`src/rtl/parking_slot_allocator.sv`:
```
// Purpose: 8-slot car park entry/exit controller: lowest-free slot grant, timed entry gate, exit release.
// Latency: every request edge or exit strobe sampled at edge k is answered (pulse + car update) after edge k+1.
// Backpressure: none; requests arriving while the gate is open are dropped, and a request arriving while the park is full is rejected.
module parking_slot_allocator #(
    parameter int GATE_TIMEOUT = 16
) (
    input  logic       clk,
    input  logic       rst_n,
    input  logic       entry_req,
    input  logic       car_pass,
    input  logic       exit_valid,
    input  logic [2:0] exit_slot,
    output logic [7:0] car,
    output logic [3:0] count,
    output logic       full,
    output logic       gate_open,
    output logic       entry_ack,
    output logic [2:0] entry_slot,
    output logic       entry_reject,
    output logic       entry_timeout,
    output logic       exit_ack,
    output logic       exit_err
);

    typedef enum logic {IDLE, OPEN} state_t;

    localparam logic [7:0] TIMER_LAST = 8'(GATE_TIMEOUT - 1);

    state_t     state, state_nxt;
    logic [7:0] timer, timer_nxt;
    logic [7:0] car_nxt;
    logic [2:0] entry_slot_nxt;
    logic       entry_req_q;
    logic       req_rise;
    logic       free_vld;
    logic [2:0] free_idx;
    logic       exit_ok;
    logic       entry_ack_nxt, entry_reject_nxt, entry_timeout_nxt;
    logic       exit_ack_nxt, exit_err_nxt;

    assign req_rise  = entry_req & ~entry_req_q;
    assign full      = (count == 4'd8);
    assign gate_open = (state == OPEN);

    // Occupancy count for the display block, straight from the car register.
    always_comb begin
        count = 4'd0;
        for (int i = 0; i < 8; i++) begin
            count = count + {3'b000, car[i]};
        end
    end

    // Lowest free slot in the pre-update vector; a slot freed this cycle is not eligible.
    always_comb begin
        free_vld = 1'b0;
        free_idx = 3'd0;
        for (int i = 7; i >= 0; i--) begin
            if (!car[i]) begin
                free_vld = 1'b1;
                free_idx = 3'(i);
            end
        end
    end

    // Exit is legal only for an occupied slot that is not the one still waiting at the gate.
    assign exit_ok = exit_valid && car[exit_slot] &&
                     !((state == OPEN) && (exit_slot == entry_slot));

    // Next-state, slot bookkeeping and pulse generation.
    always_comb begin
        state_nxt         = state;
        timer_nxt         = timer;
        car_nxt           = car;
        entry_slot_nxt    = entry_slot;
        entry_ack_nxt     = 1'b0;
        entry_reject_nxt  = 1'b0;
        entry_timeout_nxt = 1'b0;
        exit_ack_nxt      = 1'b0;
        exit_err_nxt      = 1'b0;

        if (exit_valid) begin
            if (exit_ok) begin
                car_nxt[exit_slot] = 1'b0;
                exit_ack_nxt       = 1'b1;
            end else begin
                exit_err_nxt = 1'b1;
            end
        end

        case (state)
            IDLE: begin
                if (req_rise) begin
                    if (free_vld) begin
                        car_nxt[free_idx] = 1'b1;
                        entry_slot_nxt    = free_idx;
                        entry_ack_nxt     = 1'b1;
                        timer_nxt         = 8'd0;
                        state_nxt         = OPEN;
                    end else begin
                        entry_reject_nxt = 1'b1;
                    end
                end
            end
            OPEN: begin
                if (car_pass) begin
                    state_nxt = IDLE;
                end else if (timer == TIMER_LAST) begin
                    // Car never cleared the gate: give the slot back.
                    car_nxt[entry_slot] = 1'b0;
                    entry_timeout_nxt   = 1'b1;
                    state_nxt           = IDLE;
                end else begin
                    timer_nxt = timer + 8'd1;
                end
            end
            default: state_nxt = IDLE;
        endcase
    end

    // State register with synchronous active-low reset.
    always_ff @(posedge clk) begin
        if (!rst_n) begin
            state         <= IDLE;
            timer         <= 8'd0;
            car           <= 8'd0;
            entry_slot    <= 3'd0;
            entry_req_q   <= 1'b0;
            entry_ack     <= 1'b0;
            entry_reject  <= 1'b0;
            entry_timeout <= 1'b0;
            exit_ack      <= 1'b0;
            exit_err      <= 1'b0;
        end else begin
            state         <= state_nxt;
            timer         <= timer_nxt;
            car           <= car_nxt;
            entry_slot    <= entry_slot_nxt;
            entry_req_q   <= entry_req;
            entry_ack     <= entry_ack_nxt;
            entry_reject  <= entry_reject_nxt;
            entry_timeout <= entry_timeout_nxt;
            exit_ack      <= exit_ack_nxt;
            exit_err      <= exit_err_nxt;
        end
    end

endmodule

```
`config.mk`:
```
export PLATFORM = sky130hd
export DESIGN_NAME = parking_slot_allocator
export DESIGN_NICKNAME = d
export VERILOG_FILES = /design/src/rtl/parking_slot_allocator.sv
export SDC_FILE = /design/constraint.sdc
export NUM_CORES = 1
export LEC_CHECK = 0
export ABC_AREA = 1
export CAP_MARGIN = 10
export CORE_UTILIZATION = 40
export DETAILED_ROUTE_END_ITERATION = 12
export PLACE_DENSITY = 0.71
export SLEW_MARGIN = 40
export SYNTH_ARGS = -nofsm -noshare
export SYNTH_HDL_FRONTEND = slang
export SYNTH_SLANG_ARGS = --single-unit
```
`constraint.sdc`:
```
create_clock -name clk -period 7.5 [get_ports clk]
set_input_delay 0.75 -clock clk [delete_from_list [all_inputs] [get_ports clk]]
set_output_delay 0.75 -clock clk [all_outputs]
set_load 0.03 [all_outputs]
```
; ---- Word level (Yosys, flattened, before mapping)
; Cells that the tools add are included.
[word_totals]
reg_bits = 26
output_inout_bits = 22
input_bits = 8
[op_classes]
n_mux = 45
n_eq_ne = 7
n_lt_le_gt_ge = 6
bitwise_logic = 10
n_addsub = 8
n_reduce_logical = 13
[ops]
columns = op, count
row1 = 2-to-1 mux 8 bit, 10
row2 = case mux 8 bit (2 select lines), 2
row3 = 2-to-1 mux 3 bit, 8
row4 = 2-to-1 mux 1 bit, 20
row5 = adder 4 x 1 -> 4 bit, 4
row6 = bitwise AND 8 bit, 2
row7 = NOT 8 bit, 2
row8 = "< comparator 3 x 4 -> 1 bit, second input constant", 3
row9 = demux 1 bit (select 3 bit), 3
row10 = ">= comparator 3 x 1 -> 1 bit, second input constant", 3
row11 = "adder 8 x 1 -> 8 bit, second input constant", 1
row12 = "equality test 8 x 4 -> 1 bit, second input constant", 1
row13 = "!= test 2 bit, second input constant", 4
row14 = bitwise OR 8 bit, 1
row15 = logical AND 1 bit, 6
row16 = OR reduction 3 bit, 2
row17 = adder 3 x 1 -> 4 bit, 1
row18 = "equality test 4 bit, second input constant", 1
row19 = NOT 1 bit, 4
row20 = AND reduction 4 bit, 1
row21 = adder 2 x 1 -> 3 bit, 1
row22 = binary-select mux 1 bit (select 3 bit), 1
row23 = equality test 3 bit, 1
row24 = AND reduction 3 bit, 1
row25 = other kinds (6), 6

; ---- Depth between registers and ports, before layout
; Gate-level depths: netlist of the first run.
[logic_depth]
word_depth = 16
ltp_mapped = 10

; ---- Least setup slack after synthesis of the first run
; Ideal clock, no wire load.
[synth_path]
kind = reg2out
start = register car[1]
end = output port full
stages_incl_launch_ff = 11
t_arrival_ns = 4.479
path_buffers = 0
setup_slack_ns = 2.271
path_cell_list = dfxtp_1 fa_1 inv_1 fa_1 fa_1 inv_1 ha_1 inv_1 fa_1 xnor2_1 a2111oi_0
[synth_between]
elab_chain_len = 8
[synth_rtl]
columns = item, line_no
row1 = "start, declared", 13  ; output logic [7:0] car,
row2 = "start signal, assigned", 136  ; car <= car_nxt;
row3 = adder 1 x 1 -> 2 bit, 49  ; count = count + {3'b000, car[i]};
row4 = adder 2 x 1 -> 3 bit, 49
row5 = adder 3 x 1 -> 4 bit, 49
row6 = adder 4 x 1 -> 4 bit (4 in series), 49
row7 = net count[2], 14  ; output logic [3:0] count,
row8 = equality test 4 bit, 42  ; assign full = (count == 4'd8);
row9 = "end, declared", 15  ; output logic full,
; The timed path passes the listed nets, and every way through them passes these cells.

; ---- Worst setup path after layout of the first run
[layout_path]
start = register car[0]
end = output port full
[layout_between]
elab_chain_len = 8
[layout_rtl]
columns = item, line_no
row1 = adder 1 x 1 -> 2 bit, 49
row2 = adder 2 x 1 -> 3 bit, 49
row3 = adder 3 x 1 -> 4 bit, 49
row4 = adder 4 x 1 -> 4 bit (4 in series), 49
row5 = equality test 4 bit, 42
; Every way passes these cells.

==> results.cfg, run 1 <==
[worst_setup_path]
endpoint = full
startpoint_type = register
path_class = reg -> out
crit_fanout = 10
r2r-end = timer[5]
r2r_slack_ps = 5920
cp.required_ps = 6750
r2r-start = timer[0]
crit_start = car[0]
cp.arrival_ps = 4100
ff2ff_path_depth = 9
worst_setup_path_end_kind = output port

[place]
pre_cts_ws_ps = 2920
gp_congestion = 0.869
hpwlAfterDp_um = 3260
io_buffers = 29

[die]
start_util_pct = 43.2
coreArea_um2 = 4140
die_x_um = 68.9
ioPinCount = 30
dieArea_um2 = 4750
die_y_um = 68.9
num_rows = 23

[layout]
area_delta_synth_final_pct = 22.4
layout_common_cells = nand2_1 (72), inv_1 (46), nor2_1 (33)
layout.nets = 321
layout_commonest_cell = nand2_1
drive_gt1_share_pct = 7.89
fill_cells = 437
antenna_cells = 0

[logic_synthesis]
synth-seq-area-share_pct = 29.1
synth_top_area_share_pct = 29.1
ys_seq_elements = 26
synth_top_cell_by_area = dfxtp_1
ys_types = 35
yosys_warnings = 0
syn_nets = 290
syn_area_um2 = 1790
syn_inst = 274
ys_top_cells_by_area = dfxtp_1 (29%), nand2_1 (15%), inv_1 (9.6%)
avgSynthCellArea_um2 = 6.54

[clock_tree]
cts-root-buf = clkbuf_8
cts_buffers = 3
post_cts_buffers = 0
cts_resized = 0
cts.sinks = 26
worstSkewPairLatency_ps = 270
htreeDepth = 1
clkTransAtPathRegs_ps = 90
tritoncts = built
holdBufCountCts = 0
clockBufferDepth = 2

[timing]
tns_ps = 0
min_period_over_period_pct = 64.6
fin_skew_ps = 2.51
rsz0062_at_grt = no
fmax_ghz = 0.206
post-route-min-period_ps = 4850
worst_slack_ps = 2650
worst_pin_slew_ps = 573
slew-limit-headroom_pct = 61.5
setup_violations = 0
hold_violations = 0
drv_slew = 0

[hold_path]
hold_class = reg -> reg

[global_route]
grt_usage_pct = 19.8
antenna_found_initial = 0
grt_pass1_wl_um = 7050
grt_pass1_vias = 1564
grt_start_max_net_pins = 19
overflow = 0

[route]
avgRoutedWirePerCell_um = 11.5
routed_wl_um = 4060
via_per_inst = 4.89
firstDrtPassIters = 4
via_count = 1730
ant_nets = 0
drt-initial-drc-count = 71
drc = 0

[pwr]
power.density_nw_per_um2 = 145
p_leak_nw = 0.968
ir_worst_vdd_v = 0.000113

[run_status]
outcome = complete, no violations

[run]
cap_violations = 0
-- how the worst min path moves through the flow --
stage	from	to	slack, ps	depth (start not counted)
final	timer[1]	timer[1]	510	2
after global routing	timer[7]	timer[7]	540	2
after CTS	timer[1]	timer[1]	510	2
after detailed placement	timer[1]	timer[1]	490	2
after global placement	timer[0]	timer[0]	490	1
after floorplan	timer[0]	timer[0]	460	1
-- kinds of logic after synthesis --
kind of cell	synth area share, %
buffers and inverters	12.2
adders and majority gates	7.26
xor gates and xnor gates	0.978
AOI/OAI and AO/OA	8.52
and+or+nand+nor	42.0
DFF	29.1
-- through the flow --
stage	utilization (%)	power (mW)	instance area (µm²)	cells	hold slack [ps]
final	52.9	0.318	2190	354	505
after detailed placement	51.2	0.204	2120	350	492
after CTS	52.9	0.320	2190	354	506
after global placement	51.2	0.204	2120	350	486
after global routing	52.9	0.335	2190	354	539
after floorplan	-	0.186	1790	274	455
-- power breakdown --
part | leakage, nW | switching (mW) | internal [mW]
logic | 0.721 | 0.0338 | 0.0197
clock network | 0.0357 | 0.0456 | 0.0714
registers | 0.211 | 0.00623 | 0.141
total | 0.968 | 0.0857 | 0.233
-- state kept, by name (all words and copies together), names as in the netlist --
name / count
entry_ack: 1
timer: 8
gate_open: 1
exit_err: 1
entry_timeout: 1
exit_ack: 1
entry_req_q: 1
entry_reject: 1
entry_slot: 3
car: 8
-- routing by layer --
metal / global-route usage [%] / wire length, µm / up-vias
met4: 3.06 / 22 / 0
met2: 31.8 / 1750 / 50
li1: - / - / 923
met5: 0 / 0 / -
met1: 28.0 / 2100 / 755
met3: 3.45 / 188 / 2
-- critical path, stage by stage, from the launching register on --
cell,delay (ps)
dfxtp_1,570
fa_1,460
inv_1,80
fa_1,420
fa_1,430
inv_1,70
ha_1,160
inv_1,60
fa_1,470
inv_1,50
a2111oi_0,330
clkdlybuf4s50_1,740
-- cells in the mapped netlist --
cell type / n
fa_1: 4
or2_2: 1
ha_1: 4
nand4_1: 12
o21ai_0: 5
nand2_8: 1
inv_2: 1
nand3b_1: 1
nand2_4: 2
nor3_1: 3
inv_1: 46
xor2_1: 1
nand2_1: 72
nand3_1: 21
clkinv_4: 1
buf_4: 1
nand3_2: 2
dfxtp_1: 26
inv_4: 1
a21oi_1: 16
a21oi_2: 3
nor2_4: 3
and3_1: 1
nand2_2: 3
a2111oi_0: 1
buf_6: 1
nor2_2: 1
nor3_4: 1
clkbuf_1: 1
nor2_1: 33
xnor2_1: 1
nor4_1: 1
clkinv_1: 1
a21o_1: 1
o21ai_1: 1
-- cell type report --
type | count | area (µm²) | area share, %
sequential | 26 | 520 | 23.7
timing repair buffer | 29 | 290 | 13.2
clock inverter | 1 | 30.0 | 1.37
multi-input combinational | 195 | 1050 | 48.0
clock buffer | 3 | 41.3 | 1.88
tap | 50 | 62.6 | 2.85
inverter | 50 | 195 | 8.90
(Power assumes the default switching activity.)
==> run 2: changes to the inputs <==
- clock period: 7.5 -> 5 ns (I/O delays scaled with it)
==> run 2 against run 1 <==
Count of clock-buffer cells in the layout unchanged. Sequential share of layout area unchanged. Sequential power up 50%. Total power up 51%. Non-clock buffer count unchanged. Combinational power up 50%. Critical path type unchanged. Highest routed layer unchanged.
==> results.cfg, run 2 (synthesis gave the netlist of run 1 again) <==
[timing]
fin_skew_ps = 4.00
drv_slew = 0
setup_violations = 0
hold_violations = 0
slew-limit-headroom_pct = 61.6
fmax_ghz = 0.218
min_period_over_period_pct = 91.8
worst_pin_slew_ps = 572
rsz0062_at_grt = no
tns_ps = 0
post-route-min-period_ps = 4590

[layout]
drive_gt1_share_pct = 7.89
layout_commonest_cell = nand2_1
seq_area_um2 = 520
fill_cells = 432
antenna_cells = 0
layout_common_cells = nand2_1 (72), inv_1 (46), nor2_1 (33)
layout.nets = 321
area_delta_synth_final_pct = 22.4
largestRegisters = car: 8 flops, timer: 8 flops, entry_slot: 3 flops
multi_input_area_um2 = 1050
final_util_pct = 52.9

[die]
die_y_um = 68.9
start_util_pct = 43.2
ioPinCount = 30
die_x_um = 68.9
coreArea_um2 = 4140
dieArea_um2 = 4750
num_rows = 23

[worst_setup_path]
ff2ff_path_depth = 7
cp.arrival_ps = 4090
crit_start = car[0]
worst_setup_path_end_kind = output port
path_class = reg -> out
r2r-end = car[0]
cp.required_ps = 4500
crit_fanout = 10
startpoint_type = register
r2r-start = gate_open
r2r_slack_ps = 3440

[route]
routed_wl_um = 4170
avgRoutedWirePerCell_um = 11.8
via_per_inst = 4.84
via_count = 1712
firstDrtPassIters = 4
drt-initial-drc-count = 108
drc = 0
ant_nets = 0

[pwr]
combPwrFrac_pct = 16.8
ir_worst_vdd_v = 0.000177
p_leak_nw = 0.968
pwr-share-clk_pct = 36.9
swShare_pct = 27.2
internal-power_mw = 0.349
p_total_mw = 0.479
power.density_nw_per_um2 = 218
p_seq_share_pct = 46.3
switchingPower_mw = 0.130

[global_route]
grt_start_max_net_pins = 19
grt_use_met2_pct = 32.2
antenna_found_initial = 0
grt_pass1_vias = 1591
grt_pass1_wl_um = 7090
busiest_layer = met2
met3_usage_pct = 3.45
overflow = 0
met1_usage_pct = 28.2
grt_usage_pct = 20.0

[place]
io_buffers = 29
gp_congestion = 0.868
hpwlAfterDp_um = 3260

[clock_tree]
tritoncts = built
post_cts_buffers = 0
cts.sinks = 26
clkTransAtPathRegs_ps = 90
holdBufCountCts = 0
cts_resized = 0
cts-root-buf = clkbuf_8
clockBufferDepth = 2
worstSkewPairLatency_ps = 270
cts_buffers = 3
htreeDepth = 1

[hold_path]
holdPathEnd = timer[0]
hp-start = timer[0]
hold_path_depth = 1
hold_class = reg -> reg

[run]
cap_violations = 0

[run_status]
outcome = complete, no violations
==> run 2: worst max-delay path by stage <==
stage,end,slack [ps],cells after the start
after detailed placement,full,680,11
after global placement,full,730,11
after floorplan,full,20,10
after global routing,full,50,11
final,full,410,11
after CTS,full,380,11
==> run 2: area by class of cell <==
type / instances / area share, %
clock buffers: 3 / 1.88
clock inverters: 1 / 1.37
inverters: 50 / 8.90
multi-input cells: 195 / 48.0
flip-flops and latches: 26 / 23.7
well taps: 50 / 2.85
repair buffers: 29 / 13.2
==> run 2: routing by layer <==
layer,wire length (µm),part of all wire (%)
met5,0,0
met4,22,0.53
met3,243,5.8
met2,1750,42
met1,2150,52
==> run 2: through the flow <==
step                      instance area [µm²]  worst slack [ps]  hold WS, ps  cells
after global placement                   2120               731          486    350
after detailed placement                 2120               684          492    350
after CTS                                2190               380          506    354
after floorplan                          1790              20.9          455    274
final                                    2190               411          507    354
after global routing                     2190              46.6          539    354
==> run 2: power by group through the flow <==
stage                     clock network [mW]  logic (mW)  registers, mW
after floorplan                            0      0.0494          0.230
after global placement                     0      0.0800          0.226
after detailed placement                   0      0.0801          0.226
after CTS                              0.179      0.0805          0.222
after global routing                   0.189      0.0903          0.223
final                                  0.177      0.0803          0.222
==> run 2: critical path: stages, from the launching register on <==
cell             delay [ps]
dfxtp_1                 580
fa_1                    460
inv_1                    80
fa_1                    420
fa_1                    430
inv_1                    60
ha_1                    160
inv_1                    50
fa_1                    470
inv_1                    50
a2111oi_0               330
clkdlybuf4s50_1         740
==> run 3: changes to the inputs <==
- CORE_UTILIZATION: 40 -> 53
- PLACE_DENSITY: 0.71 -> 0.88
==> run 3 against run 2 <==
Clock power decreased by 49%. Sequential share of layout area is 0.63 points higher. Final area fell by 2.6%. Via count up 6.5%. Clock skew shrank 1.8 ps. Worst setup slack worse by 150 ps. Combinational power grew 2.9%. Die area shrank 24%. Hold slack gained 10 ps. Total power fell by 18%. Critical path depth unchanged. Core utilization is 15 points higher. Largest power group unchanged.
==> results.cfg, run 3 (synthesis gave the netlist of run 1 again) <==
[run_status]
outcome = complete, no violations

[timing]
worst_pin_slew_ps = 589
hold_ws_ps = 517
slew-limit-headroom_pct = 60.5
setup_violations = 0
hold_violations = 0
tns_ps = 0
min_period_over_period_pct = 94.7
drv_slew = 0
rsz0062_at_grt = no
fmax_ghz = 0.211
fin_skew_ps = 2.21
post-route-min-period_ps = 4740

[clock_tree]
cts.sinks = 26
tritoncts = built
cts-root-buf = clkbuf_4
cts_resized = 0
post_cts_buffers = 0
worstSkewPairLatency_ps = 320
clockBufferDepth = 2
cts_buffers = 3
holdBufCountCts = 0
clkTransAtPathRegs_ps = 140
htreeDepth = 1

[place]
io_buffers = 29
hpwlAfterDp_um = 3380
gp_congestion = 0.919

[pwr]
p_total_mw = 0.395
ir_worst_vdd_v = 0.000119
p_leak_nw = 0.946
power.density_nw_per_um2 = 185

[route]
avgRoutedWirePerCell_um = 12.4
firstDrtPassIters = 5
routed_wl_um = 4300
drc = 0
drt-initial-drc-count = 146
ant_nets = 0
via_per_inst = 5.25
via_count = 1823

[worst_setup_path]
r2r-start = car[0]
crit_fanout = 10
cp.arrival_ps = 4240
crit_start = car[0]
startpoint_type = register
path_class = reg -> out
worst_setup_path_end_kind = output port
cp.required_ps = 4500

[global_route]
overflow = 0
met1_usage_pct = 38.1
grt_pass1_vias = 1535
grt_start_max_net_pins = 19
grt_usage_pct = 25.8
grt_pass1_wl_um = 6970
busiest_layer = met2
antenna_found_initial = 0
met3_usage_pct = 2.38
grt_use_met2_pct = 38.5

[die]
num_rows = 20
start_util_pct = 57.3
coreArea_um2 = 3130
die_y_um = 60.1
ioPinCount = 30
die_x_um = 60.1
dieArea_um2 = 3620

[hold_path]
hold_class = reg -> reg
hp-start = timer[1]

[layout]
antenna_cells = 0
final_util_pct = 68.3
area_delta_synth_final_pct = 19.3
drive_gt1_share_pct = 7.59
layout_commonest_cell = nand2_1
largestRegisters = car: 8 flops, timer: 8 flops, entry_slot: 3 flops
layout.nets = 321
layout_common_cells = nand2_1 (72), inv_1 (46), nor2_1 (33)

[run]
cap_violations = 0
-- run 3: changes by cell type in the layout (fill, tap and decap cells not counted) --
cell and delta:
bufinv_16 -1, clkbuf_4 +3, clkbuf_8 -3
-- run 3: layout make-up --
cell class,instances,area (µm²)
flip-flops and latches,26,520
repair buffers,29,290
well taps,44,55.1
fillers,272,991
clock buffers,3,22.5
multi-input cells,195,1050
inverters,50,195
-- run 3: critical path, stage by stage, from the launching register on --
cell and delay [ps]:
dfxtp_1 630, fa_1 470, inv_1 80, fa_1 430, fa_1 440, inv_1 60
ha_1 150, inv_1 50, fa_1 470, inv_1 50, a2111oi_0 340, clkdlybuf4s50_1 740
-- run 3: path summary, 6_finish.rpt --
check                                end  slack, ps  cells after the start
worst min register to register  timer[1]        520                      2
worst min-delay path            timer[1]        520                      2
worst max-delay path                full        260                     11
worst max register to register    car[7]       3380                      6
-- run 3: stage by stage --
stage | std cells | area [µm²] | setup WS [ps]
floorplan | 274 | 1790 | 20.9
global placement | 344 | 2110 | 778
detailed placement | 344 | 2110 | 695
CTS | 347 | 2140 | 285
global route | 347 | 2140 | 118
finish | 347 | 2140 | 264
-- run 3: layer usage --
| metal | vias to the layer above | routed length (µm) | share of wire [%] |
|---|---|---|---|
| li1 | 934 | - | - |
| met1 | 804 | 2060 | 48 |
| met2 | 75 | 1860 | 43 |
| met3 | 10 | 269 | 6.3 |
| met4 | 0 | 104 | 2.4 |
| met5 | - | 0 | 0 |
-- run 3: power by group --
part	switching, mW	total (mW)	internal, mW	leakage, nW
logic	0.0528	0.0826	0.0297	0.721
clock network	0.0621	0.0903	0.0282	0.0138
registers	0.00918	0.222	0.212	0.211
total	0.124	0.395	0.270	0.946
==> patch 1 (config.mk and constraints of run 2) <==
Put one more register stage on the output `exit_err`, cleared by the reset. The value now appears one clock later. The other outputs are not delayed to match.
--- a/src/rtl/parking_slot_allocator.sv
+++ b/src/rtl/parking_slot_allocator.sv
@@ -27,2 +27,4 @@
     localparam logic [7:0] TIMER_LAST = 8'(GATE_TIMEOUT - 1);
+
+    logic exit_err_s0;
 
@@ -131,3 +133,3 @@
             exit_ack      <= 1'b0;
-            exit_err      <= 1'b0;
+            exit_err_s0   <= 1'b0;
         end else begin
@@ -142,3 +144,11 @@
             exit_ack      <= exit_ack_nxt;
-            exit_err      <= exit_err_nxt;
+            exit_err_s0   <= exit_err_nxt;
+        end
+    end
+
+    always_ff @(posedge clk) begin
+        if (!rst_n) begin
+            exit_err <= '0;
+        end else begin
+            exit_err <= exit_err_s0;
         end
Behaviour: not the same (Yosys sat finds a counterexample within 4 cycles, from zero or initial values and one cycle with rst_n low).
==> patch 1 against run 2 <==
- clock power decreased by 31%
- global-route usage increased by 0.11 points
- cell area increased by 1.2%
- count of clock-buffer cells in the layout increased by 1
- via count increased by 9.2%
- power decreased by 9.5%
- core utilization decreased by 2.3 points
- sequential cell count increased by 1
- area after synthesis increased by 2.4%
- wire length increased by 8.9%
- worst setup slack got worse by 0.11 ns
- cell count increased by 5.1%
- critical path type unchanged
- highest routed layer unchanged
==> patch 1: results (changes against run 2) <==
Layout
  • Largest registers: car (8), timer (8), entry_slot (3) (unchanged)
  • Layout non-clock buf frac: 13.1% (was 13.2%)
  • Sequential share of cell area: 24.4% (was 23.7%)
  • ClkCell Share: 2.03% (was 3.25%)
  • Seq Cell Count: 27 (was 26)
  • # diodes: 0 (unchanged)
  • Share of post-route cells with drive strength above 1: 6.56% (was 7.89%)
  • Invs w/o clock: 56 (was 50)
  • Signal buffers: 29 (unchanged)
  • Fin nets: 337 (was 321)
  • Count of multi-input gates: 204 (was 195)
  • Fraction of area in multi-input gates: 47.5% (was 48.0%)
  • Design Area, Final: 2220 sq um (was 2190 sq um)
  • Final std cells w/o fill: 372 (was 354)
  • Clock buffer count: 4 (was 3)
  • Filler cells: 456 (was 432)

STA
  • Clock skew: 0.0110 ns (was 0.00400 ns)
  • Slew @ Worst Pin: 0.515 ns (was 0.572 ns)
  • Setup ws final: 0.299 ns (was 0.411 ns)
  • WHS: 0.421 ns (was 0.507 ns)

Power
  • Lkg Pwr: 1.00 nW (was 0.968 nW)
  • Combinational power share: 18.9% (was 16.8%)
  • Clock share of power: 28.4% (was 36.9%)
  • NetSw: 127 uW (was 130 uW)
  • VDD IR max: 130 uV (was 177 uV)
  • Overall power: 434 uW (was 479 uW)

Min path
  • WHS Path Cells: 2 (was 1)
  • Min-delay src: exit_err_s0 (was timer[0])
  • Hold Path Class: reg2reg (unchanged)

Placed design
  • DP Area: 2170 sq um (was 2120 sq um)
  • Number of port buffers: 29 (unchanged)
  • HPWL after DPL: 3610 um (was 3260 um)
  • Post-Place Setup Slack: 0.611 ns (was 0.684 ns)
  • GP Congestion: 0.845 (was 0.868)

Clock network
  • H-tree depth: 1 (unchanged)
  • Clock root buffer: clkbuf_8 (unchanged)

Synth
  • Top cells by area, synth: dfxtp_1 (29%), nand2_1 (16%), inv_1 (10%), nor2_1 (7.4%), nand3_1 (7.1%) (was dfxtp_1 (29%), nand2_1 (15%), inv_1 (9.6%), nor2_1 (6.9%), nand3_1 (5.9%))
  • Synth cell types: 32 (was 35)
  • Commonest cells post-synth: nand2_1 (79), inv_1 (50), nor2_1 (36) (was nand2_1 (72), inv_1 (46), nor2_1 (33))
  • Sequential fraction of the synthesis area: 29.4% (was 29.1%)
  • Average size of a mapped cell: 6.33 sq um (was 6.54 sq um)
  • Mapped Nets: 306 (was 290)

Critical path
  • Flop2flop setup slack: 3.30 ns (was 3.44 ns)
  • Critical path's largest stage delay: 0.76 ns (was 0.74 ns)
  • R2R depth: 9 (was 7)

Run status
  • Run status: complete, no violations (unchanged)

GRT
  • GR Util All Layers: 20.1% (was 20.0%)
  • First-pass GRT wire length: 7940 um (was 7090 um)
  • Vias in the first global route: 1,761 (was 1,591)
  • Largest net degree at the start of global routing: 17 (was 19)

Drt
  • Initial DRC count: 161 (was 108)
  • Detailed-route vias per instance: 5.03 (was 4.84)
  • Final WL: 4540 um (was 4170 um)

Die
  • Tap cell count: 52 (was 50)
## patch 1: cells by family after synthesis
logic type / Yosys count / synth area share [%]
and+or+nand+nor: 169 / 42.1
buffers and inverters: 59 / 13.2
DFF: 27 / 29.4
AOI/OAI and AO/OA: 25 / 7.29
adders and majority gates: 8 / 7.09
xor gates and xnor gates: 2 / 0.955
## patch 1: critical path: cells and delay by family, from the launching register on
kind,cells,cell delay (ns)
DFF,1,0.56
adders and majority gates,5,1.97
buffers and inverters,5,1.04
AOI/OAI and AO/OA,1,0.37
## patch 1: routing by layer
| metal | wire (um) | share of wire (%) | global-route usage (%) |
|---|---|---|---|
| met5 | 0 | 0 | 0 |
| met4 | 129 | 2.8 | 8.22 |
| met1 | 2050 | 45 | 26.7 |
| met2 | 2150 | 47 | 32.3 |
| met3 | 202 | 4.5 | 3.63 |
## patch 1: final timing paths
check	end
worst max-delay path	full
worst min-delay path	exit_err
worst max register to register	timer[3]
worst min register to register	exit_err
==> patch 2 (settings of run 2) <==
Without the edit above. Set the parameter `GATE_TIMEOUT` to 12 (it was 16).
--- a/src/rtl/parking_slot_allocator.sv
+++ b/src/rtl/parking_slot_allocator.sv
@@ -4,3 +4,3 @@
 module parking_slot_allocator #(
-    parameter int GATE_TIMEOUT = 16
+    parameter int GATE_TIMEOUT = 12
 ) (
Check against the original RTL: no difference found for any inputs over 10 cycles, from zero or initial values and one cycle with rst_n low; that may be too few to reach the edited logic, so the function may still have changed.
==> patch 2 against run 2 <==
- cell area fell by 1.3%
- count of clock-buffer cells in the layout increased by 1
- critical path depth unchanged
- maximum frequency decreased by 1.2%
- area after synthesis rose by 0.14%
- power is 9.6% lower
- sequential cell count unchanged
- sequential share of layout area rose by 0.32 points
- worst setup slack got worse by 0.056 ns
- sequential power about the same
- wire length decreased by 0.48%
- critical path type unchanged
==> patch 2: results (changes against run 2) <==
Placed design
  • GP Congestion: 0.843 (was 0.868)
  • DP Area: 2110 sq um (was 2120 sq um)
  • Post-Place Setup Slack: 0.652 ns (was 0.684 ns)
  • HPWL after DPL: 3200 um (was 3260 um)
  • DP Cell Count: 346 (was 350)

Power
  • Cell Pwr Density: 200 nW/um^2 (was 218 nW/um^2)
  • Comb group: 77.8 uW (was 80.3 uW)
  • Clock share of power: 30.9% (was 36.9%)
  • Lkg Pwr: 0.951 nW (was 0.968 nW)
  • NetSw: 122 uW (was 130 uW)

Drt
  • Detailed-route vias per instance: 4.95 (was 4.84)

Synth
  • Synth cell types: 31 (was 35)
  • Compound-Gate Fraction of Synth Area: 8.16% (was 8.52%)
  • Sequential fraction of the synthesis area: 29.0% (was 29.1%)
  • Commonest cells post-synth: nand2_1 (70), inv_1 (43), nor2_1 (29) (was nand2_1 (72), inv_1 (46), nor2_1 (33))
  • Mapped Nets: 287 (was 290)
  • Top cells by area, synth: dfxtp_1 (29%), nand2_1 (15%), inv_1 (9.0%), nand3_1 (6.4%), nor2_1 (6.1%) (was dfxtp_1 (29%), nand2_1 (15%), inv_1 (9.6%), nor2_1 (6.9%), nand3_1 (5.9%))
  • Synth Area in Adders: 7.25% (was 7.26%)
  • Synthesized instance count: 271 (was 274)

Layout
  • Fin nets: 317 (was 321)
  • Filler cells: 446 (was 432)
  • Share of post-route cells with drive strength above 1: 7.33% (was 7.89%)
  • Final std cells w/o fill: 350 (was 354)
  • Fin util: 52.2% (was 52.9%)

Critical path
  • Data arrival, critical path: 4.14 ns (was 4.09 ns)

GRT
  • Largest net degree at the start of global routing: 20 (was 19)
  • GR Util All Layers: 20.2% (was 20.0%)
  • First-pass GRT wire length: 7190 um (was 7090 um)

STA
  • Period minus WS final: 4.64 ns (was 4.59 ns)
  • Worst rel slew slack: 66.4% (was 61.6%)

Min path
  • WHS Path Cells: 2 (was 1)

Run status
  • Run status: complete, no violations (unchanged)
-- patch 2: cell count changes after synthesis, moves of 3 or more --
cell	delta
inv_1	-3
nor2_1	-4
a21oi_2	-3
nand3b_1	+3
-- patch 2: per-layer routing --
metal / vias to the layer above / track usage (%) / wire [um]
met1: 770 / 29.8 / 2160
met2: 39 / 30.5 / 1780
met3: 4 / 3.78 / 165
met5: - / 0 / 0
li1: 920 / - / -
met4: 0 / 3.83 / 42
-- patch 2: cell type report --
cell class                 count  share of cell area [%]
inverter                      47                    8.21
timing repair buffer          29                    13.4
multi-input combinational    194                    48.9
tap                           50                    2.89
clock buffer                   4                    2.54
sequential                    26                    24.0
-- patch 2: path summary, 6_finish.rpt --
kind	start	endpoint	slack, ns
max	car[0]	full	0.36
min	timer[7]	timer[7]	0.51
max reg2reg	gate_open	timer[1]	3.21
min reg2reg	timer[7]	timer[7]	0.51
